--- config.mk ---
export PLATFORM = sky130hd
export DESIGN_NAME = multicycle_control
export DESIGN_NICKNAME = d
export VERILOG_FILES = /design/src/rtl/multicycle_control.sv
export SDC_FILE = /design/constraint.sdc
export NUM_CORES = 1
export LEC_CHECK = 0
export BUFFER_PORTS_ARGS = -buffer_cell sky130_fd_sc_hd__clkbuf_2
export CORE_ASPECT_RATIO = 1.1
export CORE_UTILIZATION = 50
export CTS_CLUSTER_SIZE = 12
export DETAILED_ROUTE_END_ITERATION = 8
export PLACE_DENSITY_LB_ADDON = 0.05
export SYNTH_ARGS = -nofsm -noshare
export SYNTH_HDL_FRONTEND = slang
export SYNTH_SLANG_ARGS = --single-unit
--- constraint.sdc ---
create_clock -name clk -period 2.35 [get_ports clk]
set_input_delay 0.47 -clock clk [delete_from_list [all_inputs] [get_ports clk]]
set_output_delay 0.47 -clock clk [all_outputs]
set_load 0.05 [all_outputs]
--- src/rtl/multicycle_control.sv ---
// Multi-cycle MIPS control FSM driving the shared-memory datapath (PC, IR, MDR, A/B, ALUOut).
// Each instruction takes 3-5 cycles; memory phases optionally wait on mem_ready.
module multicycle_control #(
  parameter int FUNCT_W = 6,
  parameter bit MEM_HS  = 1'b1,
  parameter int CNT_W   = 16
) (
  input  logic               clk,
  input  logic               reset,
  input  logic [5:0]         opcode,
  input  logic [FUNCT_W-1:0] funct,
  input  logic               zero,
  input  logic               neg,
  input  logic               mem_ready,
  output logic               pc_write,
  output logic [2:0]         pc_src,
  output logic               iord,
  output logic               mem_read,
  output logic               mem_write,
  output logic               ir_write,
  output logic [1:0]         reg_dst,
  output logic [1:0]         mem_to_reg,
  output logic               reg_write,
  output logic               alu_src_a,
  output logic [1:0]         alu_src_b,
  output logic [1:0]         alu_op,
  output logic               illegal_op,
  output logic [CNT_W-1:0]   instr_count,
  output logic [3:0]         state_dbg
);

  typedef enum logic [3:0] {
    S_FETCH  = 4'd0,
    S_DECODE = 4'd1,
    S_MEMADR = 4'd2,
    S_MEMRD  = 4'd3,
    S_MEMWB  = 4'd4,
    S_MEMWR  = 4'd5,
    S_EXEC   = 4'd6,
    S_RWB    = 4'd7,
    S_IEXEC  = 4'd8,
    S_IWB    = 4'd9,
    S_BRANCH = 4'd10,
    S_JUMP   = 4'd11,
    S_JMRD   = 4'd12
  } state_t;

  localparam logic [5:0] OP_RTYPE = 6'd0;
  localparam logic [5:0] OP_J     = 6'd2;
  localparam logic [5:0] OP_BEQ   = 6'd4;
  localparam logic [5:0] OP_ANDI  = 6'd12;
  localparam logic [5:0] OP_JM    = 6'd16;
  localparam logic [5:0] OP_BALZ  = 6'd26;
  localparam logic [5:0] OP_LW    = 6'd35;
  localparam logic [5:0] OP_BGEZ  = 6'd39;
  localparam logic [5:0] OP_SW    = 6'd43;
  localparam logic [5:0] FN_BRN   = 6'h15;

  state_t           state_q, state_d;
  logic [CNT_W-1:0] count_q, count_d;
  logic             retire_s;
  logic             ready_s;
  logic             brn_s;

  assign ready_s     = mem_ready | ~MEM_HS;
  assign brn_s       = (funct[5:0] == FN_BRN);
  assign count_d     = retire_s ? count_q + CNT_W'(1) : count_q;
  assign instr_count = count_q;
  assign state_dbg   = state_q;

  // Next-state and control decode; reset forces every output low whatever the state.
  always_comb begin
    state_d    = S_FETCH;
    retire_s   = 1'b0;
    pc_write   = 1'b0;
    pc_src     = 3'b000;
    iord       = 1'b0;
    mem_read   = 1'b0;
    mem_write  = 1'b0;
    ir_write   = 1'b0;
    reg_dst    = 2'b00;
    mem_to_reg = 2'b00;
    reg_write  = 1'b0;
    alu_src_a  = 1'b0;
    alu_src_b  = 2'b00;
    alu_op     = 2'b00;
    illegal_op = 1'b0;
    if (reset) begin
      state_d = S_FETCH;
    end else begin
      case (state_q)
        S_FETCH: begin
          mem_read  = 1'b1;
          alu_src_b = 2'b01;
          if (ready_s) begin
            ir_write = 1'b1;
            pc_write = 1'b1;
            state_d  = S_DECODE;
          end else begin
            state_d = S_FETCH;
          end
        end
        S_DECODE: begin
          alu_src_b = 2'b11;
          case (opcode)
            OP_LW, OP_SW, OP_JM:    state_d = S_MEMADR;
            OP_RTYPE:               state_d = S_EXEC;
            OP_ANDI:                state_d = S_IEXEC;
            OP_BEQ, OP_BGEZ, OP_BALZ: state_d = S_BRANCH;
            OP_J:                   state_d = S_JUMP;
            default: begin
              illegal_op = 1'b1;
              state_d    = S_FETCH;
            end
          endcase
        end
        S_MEMADR: begin
          alu_src_a = 1'b1;
          alu_src_b = 2'b10;
          if (opcode == OP_SW) begin
            state_d = S_MEMWR;
          end else if (opcode == OP_LW || opcode == OP_JM) begin
            state_d = S_MEMRD;
          end else begin
            state_d = S_FETCH;
          end
        end
        S_MEMRD: begin
          mem_read = 1'b1;
          iord     = 1'b1;
          if (!ready_s) begin
            state_d = S_MEMRD;
          end else if (opcode == OP_JM) begin
            state_d = S_JMRD;
          end else if (opcode == OP_LW) begin
            state_d = S_MEMWB;
          end else begin
            state_d = S_FETCH;
          end
        end
        S_MEMWB: begin
          reg_write  = 1'b1;
          mem_to_reg = 2'b01;
          retire_s   = 1'b1;
        end
        S_MEMWR: begin
          mem_write = 1'b1;
          iord      = 1'b1;
          if (ready_s) begin
            retire_s = 1'b1;
          end else begin
            state_d = S_MEMWR;
          end
        end
        S_EXEC: begin
          alu_src_a = 1'b1;
          alu_op    = 2'b10;
          // brn retires here: jump to rs when the ALU result is negative
          if (brn_s) begin
            pc_src   = 3'b011;
            pc_write = neg;
            retire_s = 1'b1;
          end else begin
            state_d = S_RWB;
          end
        end
        S_RWB: begin
          reg_write = 1'b1;
          reg_dst   = 2'b01;
          retire_s  = 1'b1;
        end
        S_IEXEC: begin
          alu_src_a = 1'b1;
          alu_src_b = 2'b10;
          alu_op    = 2'b11;
          state_d   = S_IWB;
        end
        S_IWB: begin
          reg_write = 1'b1;
          retire_s  = 1'b1;
        end
        S_BRANCH: begin
          alu_src_a = 1'b1;
          alu_op    = 2'b01;
          pc_src    = 3'b001;
          retire_s  = 1'b1;
          case (opcode)
            OP_BEQ:  pc_write = zero;
            OP_BGEZ: pc_write = ~neg;
            OP_BALZ: begin
              pc_write   = zero;
              reg_write  = zero;
              reg_dst    = 2'b10;
              mem_to_reg = 2'b10;
            end
            default: pc_write = 1'b0;
          endcase
        end
        S_JUMP: begin
          pc_write = 1'b1;
          pc_src   = 3'b010;
          retire_s = 1'b1;
        end
        S_JMRD: begin
          pc_write = 1'b1;
          pc_src   = 3'b100;
          retire_s = 1'b1;
        end
        default: state_d = S_FETCH;
      endcase
    end
  end

  // State register and retired-instruction counter.
  always_ff @(posedge clk) begin
    if (reset) begin
      state_q <= S_FETCH;
      count_q <= '0;
    end else begin
      state_q <= state_d;
      count_q <= count_d;
    end
  end

endmodule

# Word-level counts from Yosys, hierarchy flattened
# Index checks and enable logic that the tools add are counted.
[word_totals] register_bits=20 in_bits=17 out_inout_bits=39 wordCells=85
[classes] addsub=1 eq_ne=21 mux=46 bitwise_logic=1 reduce_logical=14
[ops] op="$pmux 4 s7" n=1
[ops] op="$mux 1" n=21
[ops] op="$eq 4x4->1 const B" n=5
[ops] op="$pmux 4 s5" n=1
[ops] op="$eq 6x5->1 const B" n=3
[ops] op="$eq 6x6->1 const B" n=3
[ops] op="$add 16x1->16 const B" n=1
[ops] op="$eq 4x3->1 const B" n=4
[ops] op="$mux 3" n=5
[ops] op="$mux 2" n=7
[ops] op="$pmux 2 s3" n=2
[ops] op="$pmux 3 s4" n=1
[ops] op="$reduce_or 2->1" n=5
[ops] op="$reduce_or 3->1" n=3
[ops] op="$reduce_or 9->1" n=1
[ops] op="$eq 4x2->1 const B" n=2
[ops] op="$mux 4" n=2
[ops] op="$pmux 2 s2" n=2
[ops] op="$eq 6x2->1 const B" n=1
[ops] op="$eq 6x3->1 const B" n=1
[ops] op="$eq 6x4->1 const B" n=1
[ops] op="$logic_not 6->1" n=1
[ops] op="$reduce_or 6->1" n=1
[ops] op="$eq 4x1->1 const B" n=1
[ops] op="other kinds (7)" n=8

# Depth between registers and ports, before layout
[depth] ltp_word=5 mapped_depth=8 mapped_depth_nobuf=5

# Least setup slack after synthesis
# No wires, ideal clock.
[synth_path] kind="flip-flop to output port" start="register state_q[1] (netlist: state_dbg[1])" end="output reg_write" arrival_ns=3.667 required_ns=1.880 setup_slack_ns=-1.787 path_stages_with_launch=6 n_path_buf=1 path_cell_list="dfxtp_1 > buf_2 > inv_1 > or3_1 > nor4_1 > a22o_1"
[synth_between] elab_chain_len=4 word_cells_on_any_way=7 classes_between="eq/ne: 4; mux: 2; reduce/logical: 1"
[synth_rtl] item="start: declaration" line_no="59" source="state_t state_q, state_d;"
[synth_rtl] item="start signal: assignment" line_no="220" source="state_q <= state_d;"
[synth_rtl] item="$eq 4x4->1 or $eq 4x3->1 (tied branches)" line_no="91" source="case (state_q)"
[synth_rtl] item="$reduce_or 3->1 (no line)"
[synth_rtl] item="$pmux 1 s2 *" line_no="91"
[synth_rtl] item="$mux 1 *" line_no="88" source="if (reset) begin"
[synth_rtl] item="end: declaration" line_no="23" source="output logic reg_write,"
# Every way passes the cells marked *; elsewhere a longest branch is shown, timed or not.

# Worst setup path after layout
[layout_path] start="register state_q[2] (netlist: state_dbg[2])" end="output pc_write"
[layout_between] elab_chain_len=4 word_cells_on_any_way=8 classes_between="eq/ne: 4; mux: 2; reduce/logical: 2"
[layout_rtl] item="$eq 4x4->1" line_no="91"
[layout_rtl] item="$reduce_or 2->1 (no line)"
[layout_rtl] item="$pmux 1 s4 *" line_no="91"
[layout_rtl] item="$mux 1 *" line_no="88"
[layout_rtl] item="end: declaration" line_no="15" source="output logic pc_write,"
# Marks and branches as above.

==> results.md <==
- Post-Route WL: ~4300 µm
- Via density: 6.08
- Synth top area share: 25.0%
- Root Driver: clkbuf_4
- Fin crit period: 2260 ps
- Worst Tran Pin Value: between 600 and 700 ps
- Mean Syn Cell Area: between 7 and 8 µm²
- Final period util: 96.2%
- IO Port Bufs: 55
- Drt drc: 0
- Max rail drop VDD: 0.327 mV
- Ports: 56
- Pre-CTS setup slack: 111 ps
- Worst Hold Class: input pin to flop
- Pwr dens: 322 nW/µm²
- Initial drt markers: 76
- Kind of critical path: flop to primary output
- RSZ-0062 raised after global routing: false
- Worst-Skew Late Latency: 300 ps
- Maximum root-to-sink buffer count: 2
- Sw Ratio: roughly 30%
- CP startpoint kind: flop
- Cell Area, Synth: 1600 µm²
- Post-synth EDFFs: 0
- Final cell count without fillers: 306
- Sequential Power Share: 49.2%
- Layout net count: 291
- Ys async rst share: 0%
- Cts hold-fix bufs: 0
- Layout area overhead: 36.5%
- Clock network power share: between 20% and 30%
- Grt ovf: 0
- Dpl hpwl: 3250 µm
- Synth Flop Type: dfxtp_1
- Worst EP arrival: 1790 ps
- Setup TNS: 0 ps
- Num rows: 21
- Yosys warns: 0
- Distinct cells, synth: 50
- Via Count: 1860
- Vias in the first global route: roughly 1500
- #FFs+latches synth: 20
- Logic pwr share: 22.3%
- Pint: 0.491 mW
- Drt pass-1 iters: 4
- Syn Nets: 237
- Core area: 3050 µm²
- Max_cap viols: 0
- Die width: around 56 µm
- Max Slew Vio Count: 0
- H-tree lvl count: 1
- Inst Count DP: 302
- Clk slew on worst S/H paths: around 110 ps
- Peak Freq: 442 MHz
- Num CTS Buffers: 3
- Seq/Total Area, Yosys: 25.0%
- Crit-path max FO: 7
- First-pass GRT wire length: approximately 6600 µm
- Total Power: 0.703 mW
- Die height: 61.4 µm
- Post-CTS setup repair buffer count: 0
- Initial Utilization: 52.5%
- FILL cells: 264
- Leakage power: 0.797 nW
- Final WS setup: 88.2 ps
- Final ANT Viol Nets: 0
- WP data required: 1880 ps
- Die area: 3430 µm²
- P_sw: 0.212 mW
- Status: complete, no violations
- Slew margin rel.: 55.4%
- Cell taking the most area after synthesis: dfxtp_1
- Main area contributors after synthesis: dfxtp_1, a21oi_1, or3_1
- Commonest non-fill, non-tap cell in the layout: clkbuf_2
- Clk sinks: 20
- Most frequent cells in the layout: clkbuf_2, a21oi_1, nor2_1
- Initial antenna violation count: 0
- Synth Instances: 219
- Final hold vios: 0
- Layout cell share with drive strength beyond 1: 37.5%
- CTS tree: yes
- Routed len/inst: 14.1 µm
- GRT Total Usage: between 20% and 30%
- Largest net degree at the start of global routing: 21
- RD Place Congestion: 0.819
- Final setup vio count: 0
- Post-route clock skew: 6.06 ps
- Diode count: 0
- CP endpoint kind: primary output
[area by class of cell]
| class | count | area, µm² | area share, % |
|---|---|---|---|
| clock buffer | 4 | 36.3 | 1.66 |
| inverter | 6 | 22.5 | 1.03 |
| sequential | 20 | 413 | 18.9 |
| multi-input combinational | 176 | 1250 | 57.2 |
| tap | 34 | 42.5 | 1.95 |
| timing repair buffer | 66 | 420 | 19.2 |
[path summary, 6_finish.rpt]
check	startpoint	to	slack (ps)	depth (start not counted)
worst max register to register	state_dbg[0]	instr_count[9]	250	6
worst min-delay path	mem_ready	state_dbg[2]	500	3
worst max-delay path	state_dbg[2]	pc_write	90	5
worst min register to register	instr_count[6]	instr_count[6]	520	2
[power by group through the flow]
stage                     Clock (mW)  Sequential (mW)  Combinational (mW)
final                          0.201            0.345               0.157
after global placement             0            0.354               0.151
after global routing           0.218            0.347               0.167
after floorplan                    0            0.355               0.101
after CTS                      0.205            0.346               0.156
after detailed placement           0            0.354               0.152
[worst max-delay path, stage by stage, from the launching register on]
cell      delay (ps)
dfxtp_2          370
nand2b_2         220
or3_4            380
a21o_1           210
a31oi_4          160
buf_12           160
[metal layers]
metal / global-route usage [%] / vias up / wire, µm
li1: - / 948 / -
met1: 28.1 / 859 / 1890
met2: 45.7 / 47 / 2220
met3: 2.10 / 6 / 126
met4: 9.41 / 0 / 68
met5: 0 / - / 0
[repair_timing]
action	CTS	global route
resized for setup	7	9
pin swaps	1	0
endpoints found under the setup margin	4	7
[cells by family (layout without fill, tap and decap cells)]
group / Yosys count / in the layout / share of synthesized area (%)
AOI/OAI and AO/OA: 65 / 65 / 27.3
adders and majority gates: 2 / 2 / 1.41
and+or+nand+nor: 105 / 105 / 37.7
buffers and inverters: 23 / 76 / 6.33
DFF: 20 / 20 / 25.0
muxes: 1 / 1 / 0.625
xor gates and xnor gates: 3 / 3 / 1.64
[flip-flops by register name (all words and copies together), names as in the netlist]
| name | cells |
|---|---|
| state_dbg | 4 |
| instr_count | 16 |
[stage by stage]
step                      hold slack, ps  area, µm²  utilization, %
after detailed placement             509       2110            69.2
final                                503       2190            71.7
after global routing                 524       2190            71.7
after global placement               487       2110            69.2
after floorplan                      624       1750               -
after CTS                            492       2170            71.2
[cell usage after synthesis, types with 2 or more instances]
master	number
a21oi_1	22
dfxtp_1	20
nor2_1	19
or3_1	13
nor3_1	12
o21ai_0	11
clkbuf_1	10
nand2_1	9
nand3_1	8
nand2b_1	7
nand4_1	7
a31oi_1	6
inv_1	6
nand3b_1	6
nor4_1	6
o31ai_1	4
buf_2	3
nor2b_1	3
o21a_1	3
or2_2	3
or4_1	3
xor2_1	3
a211oi_1	2
and4_1	2
buf_1	2
nand4b_1	2
nand4bb_1	2
o221ai_1	2
o32ai_1	2
Note: power is estimated with default switching activity, not from simulation.
